### src/rtl/uart_pkg.sv
// rtl/uart_pkg.sv - shared UART types and constants for the TX drain and RX side
package uart_pkg;

  localparam int UART_DATA_BITS   = 8;
  localparam int RAM_AW           = 3;
  localparam int PTR_W            = RAM_AW + 1;
  localparam int BAUD_DIV_DEFAULT = 208;

  typedef enum logic [2:0] {
    IDLE,
    FETCH,
    START,
    DATA,
    STOP
  } tx_state_e;

  // Pointers carry a wrap bit above the slot index, so equality alone means empty.
  function automatic logic ptr_empty(input logic [PTR_W-1:0] wr, input logic [PTR_W-1:0] rd);
    return wr == rd;
  endfunction

endpackage

### src/rtl/uart_tx_drain_if.sv
// rtl/uart_tx_drain_if.sv - pointer exchange and RAM read port between the writer/RAM and the drain
interface uart_tx_drain_if;
  import uart_pkg::*;

  logic [PTR_W-1:0]          wr_ptr;
  logic [PTR_W-1:0]          rd_ptr;
  logic [RAM_AW-1:0]         ram_radr;
  logic [UART_DATA_BITS-1:0] ram_rdata;

  modport master (input wr_ptr, input ram_rdata, output rd_ptr, output ram_radr);
  modport slave  (output wr_ptr, output ram_rdata, input rd_ptr, input ram_radr);

endinterface

### src/rtl/uart_baud_tick.sv
// rtl/uart_baud_tick.sv - BAUD_DIV cycle counter with synchronous clear and a one-cycle tick on the last count
module uart_baud_tick
  import uart_pkg::*;
#(
  parameter int unsigned BAUD_DIV = BAUD_DIV_DEFAULT
) (
  input  logic clk,
  input  logic rst_n,
  input  logic clr,
  output logic tick
);

  localparam logic [15:0] LAST = 16'(BAUD_DIV - 1);

  logic [15:0] cnt;

  always_ff @(posedge clk or negedge rst_n) begin
    if (!rst_n) begin
      cnt <= '0;
    end else if (clr || cnt == LAST) begin
      cnt <= '0;
    end else begin
      cnt <= cnt + 16'd1;
    end
  end

  assign tick = (cnt == LAST);

endmodule

### src/rtl/uart_tx_drain.sv
// rtl/uart_tx_drain.sv - drains the UART loop byte RAM and serializes each byte as 8N1, LSB first
module uart_tx_drain
  import uart_pkg::*;
#(
  parameter int unsigned BAUD_DIV = BAUD_DIV_DEFAULT
) (
  input  logic             clk,
  input  logic             rst_n,
  input  logic             tx_en,
  uart_tx_drain_if.master  bus,
  output logic             uart_tx,
  output logic             tx_busy
);

  localparam int IDX_W = $clog2(UART_DATA_BITS);

  tx_state_e                 state;
  tx_state_e                 state_next;
  logic [PTR_W-1:0]          rd_ptr_q;
  logic [UART_DATA_BITS-1:0] shift_reg;
  logic [IDX_W-1:0]          bit_idx;
  logic                      baud_tick;
  logic                      baud_clr;

  uart_baud_tick #(.BAUD_DIV(BAUD_DIV)) u_baud (
    .clk   (clk),
    .rst_n (rst_n),
    .clr   (baud_clr),
    .tick  (baud_tick)
  );

  always_comb begin
    state_next = state;
    uart_tx    = 1'b1;
    unique case (state)
      IDLE:  if (tx_en && !ptr_empty(bus.wr_ptr, rd_ptr_q)) state_next = FETCH;
      FETCH: state_next = START;
      START: begin
        uart_tx = 1'b0;
        if (baud_tick) state_next = DATA;
      end
      DATA: begin
        uart_tx = shift_reg[0];
        if (baud_tick && bit_idx == IDX_W'(UART_DATA_BITS - 1)) state_next = STOP;
      end
      STOP:  if (baud_tick) state_next = IDLE;
      default: state_next = IDLE;
    endcase
    // Every bit period starts from count 0, including the first one after FETCH.
    baud_clr = (state_next != state) || (state == IDLE) || (state == FETCH);
  end

  always_ff @(posedge clk or negedge rst_n) begin
    if (!rst_n) begin
      state     <= IDLE;
      rd_ptr_q  <= '0;
      shift_reg <= '0;
      bit_idx   <= '0;
    end else begin
      state <= state_next;
      case (state)
        // The RAM registered this slot on the previous edge; release it as soon as it is captured.
        FETCH: begin
          shift_reg <= bus.ram_rdata;
          rd_ptr_q  <= rd_ptr_q + PTR_W'(1);
        end
        START: if (baud_tick) bit_idx <= '0;
        DATA: if (baud_tick) begin
          shift_reg <= shift_reg >> 1;
          bit_idx   <= bit_idx + IDX_W'(1);
        end
        default: ;
      endcase
    end
  end

  assign tx_busy      = (state != IDLE);
  assign bus.rd_ptr   = rd_ptr_q;
  assign bus.ram_radr = rd_ptr_q[RAM_AW-1:0];

endmodule

### src/flat_wrapper.sv
// flat-port wrapper written by rule: the top's interface ports become plain ports
module uart_tx_drain_flat import uart_pkg::*;
#(
  parameter int unsigned BAUD_DIV = BAUD_DIV_DEFAULT
)
  (clk, rst_n, tx_en, uart_tx, tx_busy, bus_wr_ptr, bus_ram_rdata, bus_rd_ptr, bus_ram_radr);
  uart_tx_drain_if bus_i ();
  input  logic clk;
  input  logic rst_n;
  input  logic tx_en;
  output logic uart_tx;
  output logic tx_busy;
  input wire logic [$bits(bus_i.wr_ptr)-1:0] bus_wr_ptr;
  input wire logic [$bits(bus_i.ram_rdata)-1:0] bus_ram_rdata;
  output wire logic [$bits(bus_i.rd_ptr)-1:0] bus_rd_ptr;
  output wire logic [$bits(bus_i.ram_radr)-1:0] bus_ram_radr;
  assign bus_i.wr_ptr = bus_wr_ptr;
  assign bus_i.ram_rdata = bus_ram_rdata;
  assign bus_rd_ptr = bus_i.rd_ptr;
  assign bus_ram_radr = bus_i.ram_radr;
  uart_tx_drain #(.BAUD_DIV(BAUD_DIV)) u_core (.clk(clk), .rst_n(rst_n), .tx_en(tx_en), .bus(bus_i), .uart_tx(uart_tx), .tx_busy(tx_busy));
endmodule
### config.mk
export PLATFORM = sky130hd
export DESIGN_NAME = uart_tx_drain_flat
export DESIGN_NICKNAME = d
export VERILOG_FILES = /design/src/rtl/uart_pkg.sv /design/src/rtl/uart_tx_drain_if.sv /design/src/rtl/uart_baud_tick.sv /design/src/rtl/uart_tx_drain.sv /design/src/flat_wrapper.sv
export SDC_FILE = /design/constraint.sdc
export NUM_CORES = 1
export LEC_CHECK = 0
export ABC_AREA = 1
export CAP_MARGIN = 25
export CELL_PAD_IN_SITES_DETAIL_PLACEMENT = 1
export CELL_PAD_IN_SITES_GLOBAL_PLACEMENT = 2
export CORE_MARGIN = 5
export CORE_UTILIZATION = 39
export CTS_CLUSTER_SIZE = 20
export DETAILED_ROUTE_END_ITERATION = 12
export DONT_BUFFER_PORTS = 1
export GPL_TIMING_DRIVEN = 1
export HOLD_SLACK_MARGIN = 0.03
export PLACE_DENSITY_LB_ADDON = 0.1
export RECOVER_POWER = 25
export REMOVE_ABC_BUFFERS = 1
export SLEW_MARGIN = 20
export SYNTH_ARGS = -nofsm -noshare
export SYNTH_HDL_FRONTEND = slang
export SYNTH_SLANG_ARGS = --single-unit
### constraint.sdc
create_clock -name clk -period 1.9 [get_ports clk]
set_input_delay 0.38 -clock clk [delete_from_list [all_inputs] [get_ports clk]]
set_output_delay 0.38 -clock clk [all_outputs]
set_load 0.01 [all_outputs]
Yosys cells after proc, flatten, opt, wreduce, memory -nomap -nowiden:

Index checks and enable logic that the tools add are counted.

* reductions and logical operators: 12
* multiplexer cells: 12
* add/sub/neg operators: 3
* equal/unequal tests: 10

Operator list (count)
* two-way mux 3 bit: 6
* adder 16 x 1 -> 16 bit, second input constant: 1
* equality test 16 x 8 -> 1 bit, second input constant: 1
* two-way mux 16 bit: 1
* case mux 8 bit (2 select lines): 1
* case mux 3 bit (5 select lines): 1
* two-way mux 8 bit: 1
* equality test 3 x 2 -> 1 bit, second input constant: 2
* equality test 3 bit, second input constant: 2
* case mux 3 bit (2 select lines): 1
* adder 4 x 1 -> 4 bit, second input constant: 1
* equality test 4 bit: 1
* inequality test 2 x 1 -> 1 bit, second input constant: 2
* nonzero test 2 bit: 2
* adder 3 x 1 -> 3 bit, second input constant: 1
* equality test 3 x 1 -> 1 bit, second input constant: 1
* logical NOT 3 bit: 1
* logical OR 1 bit: 3
* inequality test 3 bit: 1
* AND reduction 3 bit: 1
* nonzero test 3 bit: 1
* logical AND 1 bit: 2
* case mux 1 bit (2 select lines): 1
* AND reduction 2 bit: 1
* logical NOT 1 bit: 1

* output and inout port bits: 9
* flip-flop bits (word level): 34
* input port bits: 15

Logic depth before layout (Yosys ltp):

Gate-level depths: netlist of run 1.

* depth in word-level cells: 10
* mapped depth: 10

Cells and area by module:

Synthesis of run 1 repeated with hierarchy kept, for this count alone.

* cells, all modules: 249
* area total of the unflattened synthesis: 1968.1 um2

By module, submodules not included
* uart_tx_drain: instances 1, area each 1051.0 um2, cells an instance 132
* uart_baud_tick: instances 1, area each 917.1 um2, cells an instance 117

Worst setup path before layout of run 1:

No wires, ideal clock.

* path type: register -> register
* start: reg u_core.u_baud.cnt[0]
* end: reg u_core.u_baud.cnt[11]
* data arrival time: 1391 ps
* path buffers: 1
* clock period less this slack: 1512 ps
* stages on the path, launching flop included: 8
* path slack: 388 ps
* required time: 1779 ps
* setup time: 121 ps
* cell sequence: dfrtp_1 > ha_1 > nand3_2 > nor2_4 > nand2_4 > a31oi_4 > buf_8 > nor3_2

* cells in the longest elaborated chain, start to end: 9

RTL lines
* start, declared: line uart_baud_tick.sv:15 `logic [15:0] cnt;`
* start signal, assigned: line uart_baud_tick.sv:23 `cnt <= cnt + 16'd1;`
* equality test 16 x 8 -> 1 bit: line uart_baud_tick.sv:20, uart_baud_tick.sv:27
* logical AND 1 bit: line uart_tx_drain.sv:44 `if (baud_tick && bit_idx == IDX_W'(UART_DATA_BITS - 1)) state_next = STOP;`
* two-way mux 3 bit: line uart_tx_drain.sv:44
* case mux 3 bit (5 select lines): line uart_tx_drain.sv:35 `unique case (state)`
* inequality test 3 bit: line uart_tx_drain.sv:50 `baud_clr = (state_next != state) || (state == IDLE) || (state == FETCH);`
* logical OR 1 bit (2 in a row): line uart_tx_drain.sv:50
* logical OR 1 bit: line uart_baud_tick.sv:20 `end else if (clr || cnt == LAST) begin`
* two-way mux 16 bit *: line uart_baud_tick.sv:20

Mark *: on every way between the ends. The rest lies on a longest branch, timed or not.
A chain may end at the register's enable or synchronous reset.

Worst setup path after layout of run 1:

* start: reg u_core.state[2]
* end: out uart_tx

* cells in the longest elaborated chain, start to end: 2

RTL lines
* start, declared: line uart_tx_drain.sv:17 `tx_state_e state;`
* start signal, assigned: line uart_tx_drain.sv:60 `state <= state_next;`
* equality test 3 x 2 -> 1 bit: line uart_tx_drain.sv:35
* case mux 1 bit (2 select lines) *: line uart_tx_drain.sv:35
* end, declared: line flat_wrapper.sv:11 `output logic uart_tx;`

Marks and branches as above.

==> out/qor.yml, run 1 <==
place_inst: 273
placement_rows: 25
fmax_mhz: 574
io_pins: 24
fin_crit_sh_pct: 91.7
path_class: "reg -> out"
grt_pass1_vias: 1557
die_width_um: 81.0
fin_setup_tns_ns: 0
gp_routability_congestion: 0.778
end_kind: "output pin"
setup.worst_path.start_class: "flip-flop"
cts.sinks: 34
slew_violations: 0
async_reset_ff_share_pct: 100
htreeDepth: 2
wl_mm: 4.20
ctsResizeCount: 0
clkTransAtPathRegs_ns: 0.07
final_area_um2: 2080
instances_no_fill: 282
synth.area.top_cells: "dfrtp_1 43%, nand2_1 8.0%, nor3_2 6.6%"
finalSetupViolCount: 0
antenna_found_initial: 0
crit_required_ns: 1.52
cap_violations: 0
drc: 0
dieArea_um2: 6570
tightest_slew_ns: 0.839
cts_tree: "built"
drt_pass1_iterations: 4
grt_usage_pct: 15.0
synth_area_per_cell_um2: 9.33
ys_seq_area_share_pct: 43.2
synth_mux_area_share_pct: 3.56
fin_util_pct: 43.3
synth_xor_area_share_pct: 7.12
p_per_area_nw_per_um2: 608
period_needed_ns: 1.74
core_area_um2: 4820
initial_core_util_pct: 40.9
root_buffer: "clkbuf_8"
final_hold_viol_count: 0
num_vias: 1406
ir_drop_mv: 0.395
synth.most_common_cell: "nand2_1"
dpl.hpwl_mm: 3.26
syn-cell-area_um2: 1970
num_antenna_cells: 0
area_growth_pct: 5.91
wl_per_cell_um: 14.9
syn-instance-count: 211
ys_seq_elements: 34
layout-drive-gt1-share_pct: 19.1
setup_ws_ns: 0.157
yosys_warnings: 0
synth_cell_types: 32
synth_ff_type: "dfrtp_1"
place_area_um2: 1990
gr-total-overflow: 0
yosys.area.top_type_share_pct: 43.2
synth_edf_count: 0
synth_compound_area_share_pct: 5.85
routed_via_density: 4.99
p_leak_uw: 0.000978
timing.reg2reg.setup_slack_ns: 0.21
clock_skew_ns: 0.00880
clock_path_buffers: 2
cp_max_fo: 10
drt_iter0_drc: 29
synthAdderAreaFrac_pct: 2.54
die_y_um: 81.0
postRouteAntennaNets: 0
pre_cts_ws_ns: 0.187
fill_cells: 585
layout.nets: 234
holdCritPathClass: "in -> reg"
grt_max_degree: 35
slew_headroom_pct: 44.1
cts_buffers: 5
clk_latency_ns: 0.28
post_cts_buffers: 0
synth_common_cells: "42 x nand2_1, 34 x dfrtp_1, 16 x inv_1"
grt_pass1_wl_mm: 7.45
status: "completed"
synth_top_family_by_area: "simple AND/OR/NAND/NOR gates"
synth-simple-area-share_pct: 30.4
synth_top_cell_by_area: "dfrtp_1"
largest_register_ffs: 16
cp.arrival_ns: 1.36
rsz0062_at_grt: "false"
port_buffers: 0
## path summary, 6_finish.rpt
check | from | end | depth (start not counted)
setup / recovery | u_core.state[2] | uart_tx | 5
hold / removal | bus_ram_rdata[7] | u_core.shift_reg[7] | 1
setup reg to reg | u_core.u_baud.cnt[0] | u_core.u_baud.cnt[2] | 8
hold reg to reg | u_core.shift_reg[1] | u_core.shift_reg[1] | 2
max in group asynchronous | rst_n | u_core.bit_idx[2] | 2
min in group asynchronous | rst_n | u_core.bus.rd_ptr[3] | 2
## timing repair
item,CTS,global route
endpoints found under the hold margin,34,0
hold buffers,2,0
setup endpoints to repair,0,0
## area by class of cell
type                       count  area [um^2]  share of cell area, %
timing repair buffer           3         22.5                   1.08
inverter                      20         75.1                   3.60
tap                           67         83.8                   4.02
multi-input combinational    151          973                   46.7
clock inverter                 2         10.0                  0.480
clock buffer                   5         68.8                   3.30
sequential                    34          851                   40.8
## layout by cell type (no fill, tap or decap), drive strengths merged
cell type and instances:
nand2 49, dfrtp 34, nor3 22, inv 20, nor2 18, nand3 11, xnor2 8, xor2 8
o21ai 8, mux2i 7, nand4 6, clkbuf 6, ha 4, a22o 3, clkinv 2, o211ai 1
a21oi 1, a31oi 1, nand3b 1, o21bai 1, or2 1, o31ai 1, dlygate4sd3 1, buf 1
## where the power goes
part	internal (uW)	total [uW]	switching [uW]
Sequential	732	738	5.15
Combinational	12.5	33.3	20.8
Clock	246	496	250
## cells by family (layout without fill, tap and decap cells)
| family | Yosys count | in the layout |
|---|---|---|
| buffers and inverters | 26 | 30 |
| muxes | 7 | 7 |
| AOI/OAI and AO/OA | 16 | 16 |
| DFF | 34 | 34 |
| adders and majority gates | 4 | 4 |
| xor gates and xnor gates | 16 | 16 |
| and+or+nand+nor | 108 | 108 |
## stage by stage
stage                     hold WS, ns  power (uW)
after floorplan                0.0844         765
after global placement         0.0861         767
after global routing            0.228        1330
final                           0.234        1270
after CTS                       0.231        1290
after detailed placement       0.0861         769
## metal layers
metal  vias to the layer above  wire, um  GRT usage (%)
li1                        700         -              -
met1                       684      1850           17.8
met2                        17      2160           26.1
met3                         5       135           4.10
met4                         0        58           5.07
met5                         -         0              0
## critical path: stages, from the launching register on
cell and delay, ns:
dfrtp_1 0.43, inv_1 0.23, nand2_4 0.17, inv_2 0.10
nand2_1 0.05, nand2_1 0.10
(Power assumes the default switching activity.)
==> inputs of run 2 (changes only) <==
- CORE_UTILIZATION: 39 -> 35
- HOLD_SLACK_MARGIN: 0.03 -> 0.08
- clock period: 1.9 -> 1.5 ns (I/O delays scaled with it)
==> out/qor.yml, run 2 (synthesized netlist as in run 1, its figures left out) <==
status: "complete, but fails checks"
violations: "setup timing"
grt_pass1_vias: 1765
drc: 0
instances_no_fill: 318
cts_buffers: 5
slew_headroom_pct: 42.4
p_seq_share_pct: 56.1
area_growth_pct: 27.3
postRouteAntennaNets: 0
switching_share_pct: 21.1
p_sw_uw: 352
rsz0062_at_grt: "true"
mostFrequentLayoutCells: "37 x nand2_1, 32 x dfrtp_1, 28 x buf_4, 17 x nor3_2, 14 x inv_1"
wl_per_cell_um: 15.3
layout-drive-gt1-share_pct: 37.4
gp_routability_congestion: 0.777
power.internal_uw: 1310
root_buffer: "clkbuf_8"
gr-total-overflow: 0
clk_latency_ns: 0.28
cts.sinks: 34
cp_max_fo: 8
drt_pass1_iterations: 2
slew_violations: 0
power_uw: 1670
io_pins: 24
p_per_area_nw_per_um2: 665
end_kind: "flip-flop"
p_leak_uw: 0.00116
routed_via_density: 4.85
fin_crit_sh_pct: 101
tightest_slew_ns: 0.864
grt_usage_pct: 14.6
fmax_mhz: 658
clock_skew_ns: 0.00617
holdPathStages: 1
dieArea_um2: 7220
path_class: "reg -> reg"
worstRegToRegCells: 8
core_area_um2: 5470
dpl.hpwl_mm: 3.61
port_buffers: 0
die_width_um: 85.0
clkTransAtPathRegs_ns: 0.07
setup.worst_path.start_class: "flip-flop"
place_inst: 302
htreeDepth: 2
clock_path_buffers: 2
combPwrFrac_pct: 2.6
ir_drop_mv: 0.354
grt_pass1_wl_mm: 8.32
final_hold_viol_count: 0
clkPwrFrac_pct: 41.3
fill_cells: 667
largest_register_ffs: 16
cap_violations: 0
num_vias: 1543
cts_tree: "built"
wl_mm: 4.87
placement_rows: 27
holdCritPathClass: "in -> reg"
setup_ws_ns: -0.0188
cp.arrival_ns: 1.69
drt_iter0_drc: 29
layout.nets: 264
initial_core_util_pct: 36.0
grt_max_degree: 35
die_y_um: 85.0
period_needed_ns: 1.52
num_antenna_cells: 0
finalSetupViolCount: 11
antenna_found_initial: 0
final_common_cell: "nand2_1"
crit_required_ns: 1.67
[run 2: cell count changes in the layout (fill, tap and decap cells not counted), moves of 3 or more]
| cell | delta |
|---|---|
| buf_4 | +27 |
| nand2_1 | -5 |
| nand2_8 | +3 |
| nand3_4 | +3 |
| nor2_1 | -3 |
| nor3_1 | -6 |
| nor3_2 | +4 |
[run 2: path summary, 6_finish.rpt]
check                                startpoint              endpoint  slack (ns)
hold / removal                 bus_ram_rdata[7]   u_core.shift_reg[7]        0.16
min in group asynchronous                 rst_n  u_core.u_baud.cnt[8]        0.68
max in group asynchronous                 rst_n       u_core.state[1]        0.23
setup reg to reg           u_core.u_baud.cnt[1]  u_core.u_baud.cnt[1]       -0.02
hold reg to reg             u_core.shift_reg[0]   u_core.shift_reg[0]        0.49
setup / recovery           u_core.u_baud.cnt[1]  u_core.u_baud.cnt[1]       -0.02
[run 2: final cells by class]
cell class / count / area (um^2) / area share [%]
Inverter: 20 / 75.1 / 3.00
Clock inverter: 1 / 5.00 / 0.200
Timing Repair Buffer: 32 / 256 / 10.2
Clock buffer: 7 / 86.3 / 3.45
Tap cell: 72 / 90.1 / 3.60
Sequential cell: 34 / 853 / 34.1
Multi-Input combinational cell: 152 / 1140 / 45.5
[run 2: timing repair]
item | in CTS | in global routing
hold endpoints to repair | 34 | 0
hold buffers | 2 | 0
pin swaps | 5 | 10
endpoints found under the setup margin | 25 | 26
setup buffers | 2 | 3
cloned | 1 | 0
resized for setup | 12 | 23
[run 2: power groups by stage]
stage	clock (uW)	sequential (uW)	combinational [uW]
finish	688	934	43.9
global route	750	935	52.1
CTS	720	933	51.0
detailed placement	0	951	23.2
global placement	0	951	21.5
floorplan	0	949	19.6
[run 2: through the flow]
step,TNS [ns],worst slack (ns),hold slack (ns),util (%),area (um^2)
floorplan,-1.43,-0.111,0.00441,-,1900
global placement,-0.0183,-0.0183,0.00583,40.0,2190
detailed placement,-1.57,-0.0991,0.00588,40.0,2190
CTS,0,0.000434,0.146,43.7,2390
global route,-1.54,-0.0924,0.157,45.8,2500
finish,-0.0847,-0.0188,0.159,45.8,2500
[run 2: critical path: stages, from the launching register on]
cell,delay [ns]
dfrtp_1,0.42
ha_4,0.18
nand3_4,0.08
nor2_4,0.17
nand3_2,0.09
nand2_2,0.11
nand3_4,0.13
nand2_8,0.16
nor3_2,0.06
[run 2: per-layer routing]
layer / global-route usage [%] / wire, um
met1: 16.2 / 1960
met2: 26.8 / 2680
met3: 3.88 / 172
met4: 4.75 / 60
met5: 0 / 0
